## config.mk

```make
export PLATFORM = sky130hd
export DESIGN_NAME = ising_weight_ctrl
export DESIGN_NICKNAME = d
export VERILOG_FILES = /design/src/rtl/ising_weight_ctrl.sv
export SDC_FILE = /design/constraint.sdc
export NUM_CORES = 1
export LEC_CHECK = 0
export ABC_AREA = 1
export CAP_MARGIN = 20
export CORE_AREA = 2 2 179 181
export CTS_CLUSTER_SIZE = 16
export DETAILED_ROUTE_END_ITERATION = 16
export DIE_AREA = 0 0 181 183
export PLACE_DENSITY = 0.68
export SYNTH_ARGS = -nofsm -noshare
export SYNTH_HDL_FRONTEND = slang
export SYNTH_SLANG_ARGS = --single-unit
```

## constraint.sdc

```tcl
create_clock -name clk -period 7.7 [get_ports clk]
set_input_delay 1.54 -clock clk [delete_from_list [all_inputs] [get_ports clk]]
set_output_delay 1.54 -clock clk [all_outputs]
set_load 0.05 [all_outputs]
```

## src/rtl/ising_weight_ctrl.sv

```systemverilog
// AXI4-Lite slave for the coupled-cell weight bus: cell write strobes, weight readback, run control.
// Optional anneal down-counter at TIMER is built only when ANNEAL_TIMER_EN is defined.
module ising_weight_ctrl #(
    parameter int unsigned N        = 8,
    parameter int unsigned WEIGHT_W = 4,
    parameter int unsigned ADDR_W   = 16
) (
    input  logic                      clk,
    input  logic                      axi_rst,
    input  logic                      s_awvalid,
    output logic                      s_awready,
    input  logic [ADDR_W-1:0]         s_awaddr,
    input  logic                      s_wvalid,
    output logic                      s_wready,
    input  logic [31:0]               s_wdata,
    output logic                      s_bvalid,
    input  logic                      s_bready,
    output logic [1:0]                s_bresp,
    input  logic                      s_arvalid,
    output logic                      s_arready,
    input  logic [ADDR_W-1:0]         s_araddr,
    output logic                      s_rvalid,
    input  logic                      s_rready,
    output logic [31:0]               s_rdata,
    output logic [1:0]                s_rresp,
    output logic                      cell_wready,
    output logic [N*N-1:0]            cell_addr_match,
    output logic [31:0]               cell_wdata,
    input  logic [N*N*WEIGHT_W-1:0]   cell_rdata,
    output logic                      ising_rstn
);

    localparam int unsigned     Cells      = N * N;
    localparam int unsigned     IdxW       = ADDR_W - 2;
    localparam logic [IdxW-1:0] CtrlIdx    = IdxW'(Cells);
    localparam logic [1:0]      RespOkay   = 2'b00;
    localparam logic [1:0]      RespSlvErr = 2'b10;
`ifdef ANNEAL_TIMER_EN
    localparam logic [IdxW-1:0] TimerIdx   = IdxW'(Cells + 1);
`endif

    typedef enum logic [1:0] {WIdle, WStrobe, WResp} wstate_e;
    typedef enum logic {RIdle, RData} rstate_e;

    wstate_e         w_state;
    rstate_e         r_state;
    logic            aw_held;
    logic            w_held;
    logic [IdxW-1:0] aw_idx_q;
    logic [31:0]     wdata_q;
    logic            wr_err_q;
    logic            run_q;
`ifdef ANNEAL_TIMER_EN
    logic [31:0]     timer_q;
`endif

    logic            aw_hs;
    logic            w_hs;
    logic            wr_fire;
    logic [IdxW-1:0] wr_idx;
    logic [31:0]     wr_data;
    logic            wr_is_cell;
    logic            wr_is_ctrl;
    logic            wr_is_timer;
    logic            wr_cell_ok;
    logic            wr_err;
    logic [Cells-1:0] wr_onehot;
    logic [IdxW-1:0] rd_idx;
    logic [31:0]     rd_val;
    logic            rd_err;
    logic            unused_addr_bits;

    assign unused_addr_bits = ^{s_awaddr[1:0], s_araddr[1:0]};
    assign ising_rstn       = run_q;
    assign aw_hs            = s_awvalid && s_awready;
    assign w_hs             = s_wvalid && s_wready;
    assign rd_idx           = s_araddr[ADDR_W-1:2];

    // Address/data may arrive in the same cycle as the fire, so bypass the holding registers.
    always_comb begin
        wr_idx     = aw_held ? aw_idx_q : s_awaddr[ADDR_W-1:2];
        wr_data    = w_held ? wdata_q : s_wdata;
        wr_fire    = (w_state == WIdle) && (aw_held || aw_hs) && (w_held || w_hs);
        wr_is_cell = wr_idx < CtrlIdx;
        wr_is_ctrl = wr_idx == CtrlIdx;
`ifdef ANNEAL_TIMER_EN
        wr_is_timer = wr_idx == TimerIdx;
`else
        wr_is_timer = 1'b0;
`endif
        wr_cell_ok = wr_is_cell && !run_q;
        wr_err     = !(wr_cell_ok || wr_is_ctrl || wr_is_timer);
        wr_onehot  = '0;
        for (int unsigned k = 0; k < Cells; k++) begin
            wr_onehot[k] = (wr_idx == IdxW'(k));
        end
    end

    always_ff @(posedge clk or posedge axi_rst) begin
        if (axi_rst) begin
            w_state         <= WIdle;
            s_awready       <= 1'b0;
            s_wready        <= 1'b0;
            s_bvalid        <= 1'b0;
            s_bresp         <= RespOkay;
            aw_held         <= 1'b0;
            w_held          <= 1'b0;
            aw_idx_q        <= '0;
            wdata_q         <= '0;
            wr_err_q        <= 1'b0;
            cell_wready     <= 1'b0;
            cell_addr_match <= '0;
            cell_wdata      <= '0;
        end else begin
            cell_wready     <= 1'b0;
            cell_addr_match <= '0;
            unique case (w_state)
                WIdle: begin
                    if (wr_fire) begin
                        w_state   <= WStrobe;
                        s_awready <= 1'b0;
                        s_wready  <= 1'b0;
                        aw_held   <= 1'b0;
                        w_held    <= 1'b0;
                        wr_err_q  <= wr_err;
                        if (wr_cell_ok) begin
                            cell_wready     <= 1'b1;
                            cell_addr_match <= wr_onehot;
                            cell_wdata      <= wr_data;
                        end
                    end else begin
                        if (aw_hs) begin
                            aw_held  <= 1'b1;
                            aw_idx_q <= s_awaddr[ADDR_W-1:2];
                        end
                        if (w_hs) begin
                            w_held  <= 1'b1;
                            wdata_q <= s_wdata;
                        end
                        // Each channel is accepted once; its ready stays low until the response.
                        s_awready <= !(aw_held || aw_hs);
                        s_wready  <= !(w_held || w_hs);
                    end
                end
                WStrobe: begin
                    w_state  <= WResp;
                    s_bvalid <= 1'b1;
                    s_bresp  <= wr_err_q ? RespSlvErr : RespOkay;
                end
                WResp: begin
                    if (s_bready) begin
                        w_state   <= WIdle;
                        s_bvalid  <= 1'b0;
                        s_awready <= 1'b1;
                        s_wready  <= 1'b1;
                    end
                end
                default: w_state <= WIdle;
            endcase
        end
    end

`ifdef ANNEAL_TIMER_EN
    // A register write on the fire edge takes priority over the count, including expiry.
    always_ff @(posedge clk or posedge axi_rst) begin
        if (axi_rst) begin
            run_q   <= 1'b0;
            timer_q <= '0;
        end else if (wr_fire && wr_is_timer) begin
            timer_q <= wr_data;
            run_q   <= (wr_data != 32'd0);
        end else if (wr_fire && wr_is_ctrl) begin
            run_q <= wr_data[0];
            if (!wr_data[0]) begin
                timer_q <= '0;
            end
        end else if (run_q && (timer_q != 32'd0)) begin
            timer_q <= timer_q - 32'd1;
            if (timer_q == 32'd1) begin
                run_q <= 1'b0;
            end
        end
    end
`else
    always_ff @(posedge clk or posedge axi_rst) begin
        if (axi_rst) begin
            run_q <= 1'b0;
        end else if (wr_fire && wr_is_ctrl) begin
            run_q <= wr_data[0];
        end
    end
`endif

    always_comb begin
        rd_val = '0;
        rd_err = 1'b0;
        if (rd_idx < CtrlIdx) begin
            for (int unsigned k = 0; k < Cells; k++) begin
                if (rd_idx == IdxW'(k)) begin
                    rd_val[WEIGHT_W-1:0] = cell_rdata[k*WEIGHT_W +: WEIGHT_W];
                end
            end
        end else if (rd_idx == CtrlIdx) begin
            rd_val = {31'b0, run_q};
        end
`ifdef ANNEAL_TIMER_EN
        else if (rd_idx == TimerIdx) begin
            rd_val = timer_q;
        end
`endif
        else begin
            rd_err = 1'b1;
        end
    end

    // Read data is captured at the AR handshake, so a same-cycle cell write returns the old weight.
    always_ff @(posedge clk or posedge axi_rst) begin
        if (axi_rst) begin
            r_state   <= RIdle;
            s_arready <= 1'b0;
            s_rvalid  <= 1'b0;
            s_rdata   <= '0;
            s_rresp   <= RespOkay;
        end else begin
            unique case (r_state)
                RIdle: begin
                    if (s_arvalid && s_arready) begin
                        r_state   <= RData;
                        s_arready <= 1'b0;
                        s_rvalid  <= 1'b1;
                        s_rdata   <= rd_val;
                        s_rresp   <= rd_err ? RespSlvErr : RespOkay;
                    end else begin
                        s_arready <= 1'b1;
                    end
                end
                RData: begin
                    if (s_rready) begin
                        r_state   <= RIdle;
                        s_rvalid  <= 1'b0;
                        s_arready <= 1'b1;
                    end
                end
                default: r_state <= RIdle;
            endcase
        end
    end

endmodule

```

==> reports/qor.yml <==
drt_iter0_drc: 621
synth_area_um2: 9400
cp_slowest_cell: "clkinv_1"
dieHeight_um: 183
worstSkewPairLatency_ns: 0.43
start_util: 0.301
avgSynthCellArea_um2: 6.89
yosysMostFrequentCell: "nand2_1"
intPower_uw: 1910
setup_viol: 0
yosysTopAreaCellShare: 0.429
power_frac_seq: 0.367
yosysWarnings: 0
areaGrowthSynthToFinish_pct: 56.0
grt_max_degree: 72
maxSlewViolCount: 0
cts_hold_buf: 0
stdcell_count: 2205
drtPass1Iterations: 5
dp_hpwl_um: 32600
num_rows: 65
synth_top_cell_by_area: "dfrtp_1"
clock_sinks: 161
worst-path-max-fanout: 17
power.leakage_uw: 0.00639
max_slew.worst_pin.slew_ns: 1.03
timing.final.crit_period_ns: 6.01
switching_share: 0.366
grt.overflow.total: 0
h-tree-depth: 4
max_stage_delay_ns: 0.47
ant_nets: 0
critPathMostFrequentCell: "nand2_1"
relSlewSlack: 0.310
portBuffers: 431
dieArea_um2: 33100
cts_resized: 0
grt_pass1_wl_um: 60400
cp-end-kind: "register"
synthArstFlopShare: 1.00
grt_use_met3: 0.0715
post_drt_via_cell_ratio: 4.78
final_nets: 2107
gp_congestion: 0.944
die_w_um: 181
fillCellCount: 3137
clock_path_buffers: 2
dp.cells: 2163
finalCritPeriodShare: 0.780
rsz0062_at_grt: "no"
cts_made_buffers: 17
wirelength_um: 40700
syn_inst: 1365
p_clk_frac: 0.299
wl_per_cell_um: 18.5
required_ns: 8.02
finalHoldViolCount: 0
use_met1: 0.289
cts_root_buf: "clkbuf_16"
max_cap_violations: 0
worstSetupPathType: "in2reg"
busiest_layer: "met2"
coreArea_um2: 31200
synth-edff-count: 0
grt_usage: 0.241
finalClockSkew_ns: 0.0103
final.setup.tns_ns: 0
antenna_found_initial: 9
ios: 466
gr-usage-met2: 0.395
synthTopCellsByArea: "dfrtp_1 (43%), nand2_1 (15%), nor2_1 (7.9%), o21ai_0 (6.3%), inv_1 (5.8%)"
drive_above_1_share: 0.0474
peakVddDrop_mv: 0.162
yosys-top-cells-count: "nand2_1 (381), nor2_1 (197), dfrtp_1 (161)"
ys_ff_latch: 161
vias: 10541
drc: 0
power_density_nw_per_um2: 206
status: "completed"
cp.arrival_ns: 6.32
synth_ff_type: "dfrtp_1"
p_comb_frac: 0.334
path_clk_slew_ns: 0.07
grt_pass1_vias: 10302
postCtsSetupRepairBufs: 0
power.net_switching_uw: 1100
cts_tree: "done"
fmax_mhz: 166
hold_class: "reg2reg"
seq_area_frac_synth: 0.429
setup.worst_path.start_class: "input pin"
synth_cell_types: 38
==> critical path: cells and delay by family <==
| kind | cells | cell delay (ns) |
|---|---|---|
| AND/OR/NAND/NOR | 34 | 3.25 |
| buffers and inverters | 6 | 1.41 |
| AO/OA/AOI/OAI | 1 | 0.12 |
==> final cells by class <==
type                       count  area (um2)  share of cell area
multi-input combinational    999        4480               0.305
sequential                   161        4030               0.275
clock buffer                  19         433              0.0295
timing repair buffer         441        4400               0.300
antenna                       10        25.0             0.00171
tap                          402         503              0.0343
inverter                     160         606              0.0413
clock inverter                13         189              0.0129
==> sequential cells by signal (all words and copies together) (netlist names), 2 cells and up <==
register	flops
wdata_q	32
cell_addr_match	64
s_rdata	4
aw_idx_q	14
w_state	2
cell_wdata	32
==> metrics by stage <==
stage          setup slack [ns]   util  total power, uW  hold slack (ns)  area, um2
3_5_place_dp               1.27  0.449             2130            0.444      14000
5_1_grt                    1.04  0.469             3200            0.493      14700
3_3_place_gp               1.25  0.448             2100            0.425      14000
4_1_cts                    1.70  0.469             3040            0.453      14600
2_1_floorplan              1.81      -             1710            0.417       9510
6_report                   1.69  0.469             3010            0.453      14700
==> kinds of logic after synthesis <==
group,count (synthesis),share of synthesized area
flip-flops,161,0.429
multiplexers,1,0.00107
AND/OR/NAND/NOR,830,0.385
buffers and inverters,234,0.108
other,1,0.000399
AO/OA/AOI/OAI,138,0.0767
==> worst paths after layout <==
path	endpoint	depth (start not counted)	startpoint	slack (ns)
worst max-delay path	s_rdata[3]	41	s_araddr[9]	1.69
worst min-delay path	s_rvalid	1	r_state	0.45
worst max register to register	cell_addr_match[7]	8	aw_held	4.35
worst min register to register	s_rvalid	1	r_state	0.45
max in group asynchronous	cell_addr_match[57]	3	axi_rst	4.96
min in group asynchronous	wdata_q[8]	2	axi_rst	1.56
==> placed cells by master (no fill, tap or decap), types with 2 or more instances in the layout <==
cell type,netlist,layout
and3_1,6,6
and2_1,25,25
o21ai_0,119,119
inv_2,11,11
diode_2,0,10
nand2_1,381,380
o22ai_1,5,5
nor3_1,72,72
buf_4,34,9
conb_1,1,30
nor2_2,6,6
clkinv_1,4,4
inv_6,0,4
bufinv_16,0,3
nand3_2,0,2
a21oi_1,5,5
nand3_1,44,42
nand2_2,6,7
nor4_1,4,4
nor2_1,197,197
clkbuf_1,35,2
o21ai_1,2,2
inv_8,0,5
clkdlybuf4s50_1,0,431
nand4_1,66,66
or2_2,16,16
dfrtp_1,161,161
inv_1,145,144
nor4b_1,3,3
clkbuf_16,0,17
==> routing by layer <==
metal  vias to the layer above  share of wire
li1                       5150              -
met1                      4870           0.39
met2                       441           0.47
met3                        80          0.085
met4                         0          0.047
met5                         -              0
==> power by group through the flow <==
stage               clock network (uW)  logic [uW]  registers (uW)
floorplan                            0         462            1250
finish                             900        1010            1110
global placement                     0         988            1110
detailed placement                   0        1010            1120
CTS                                918        1010            1110
global route                       955        1120            1130
No activity file was read; power rests on OpenSTA's default activity.
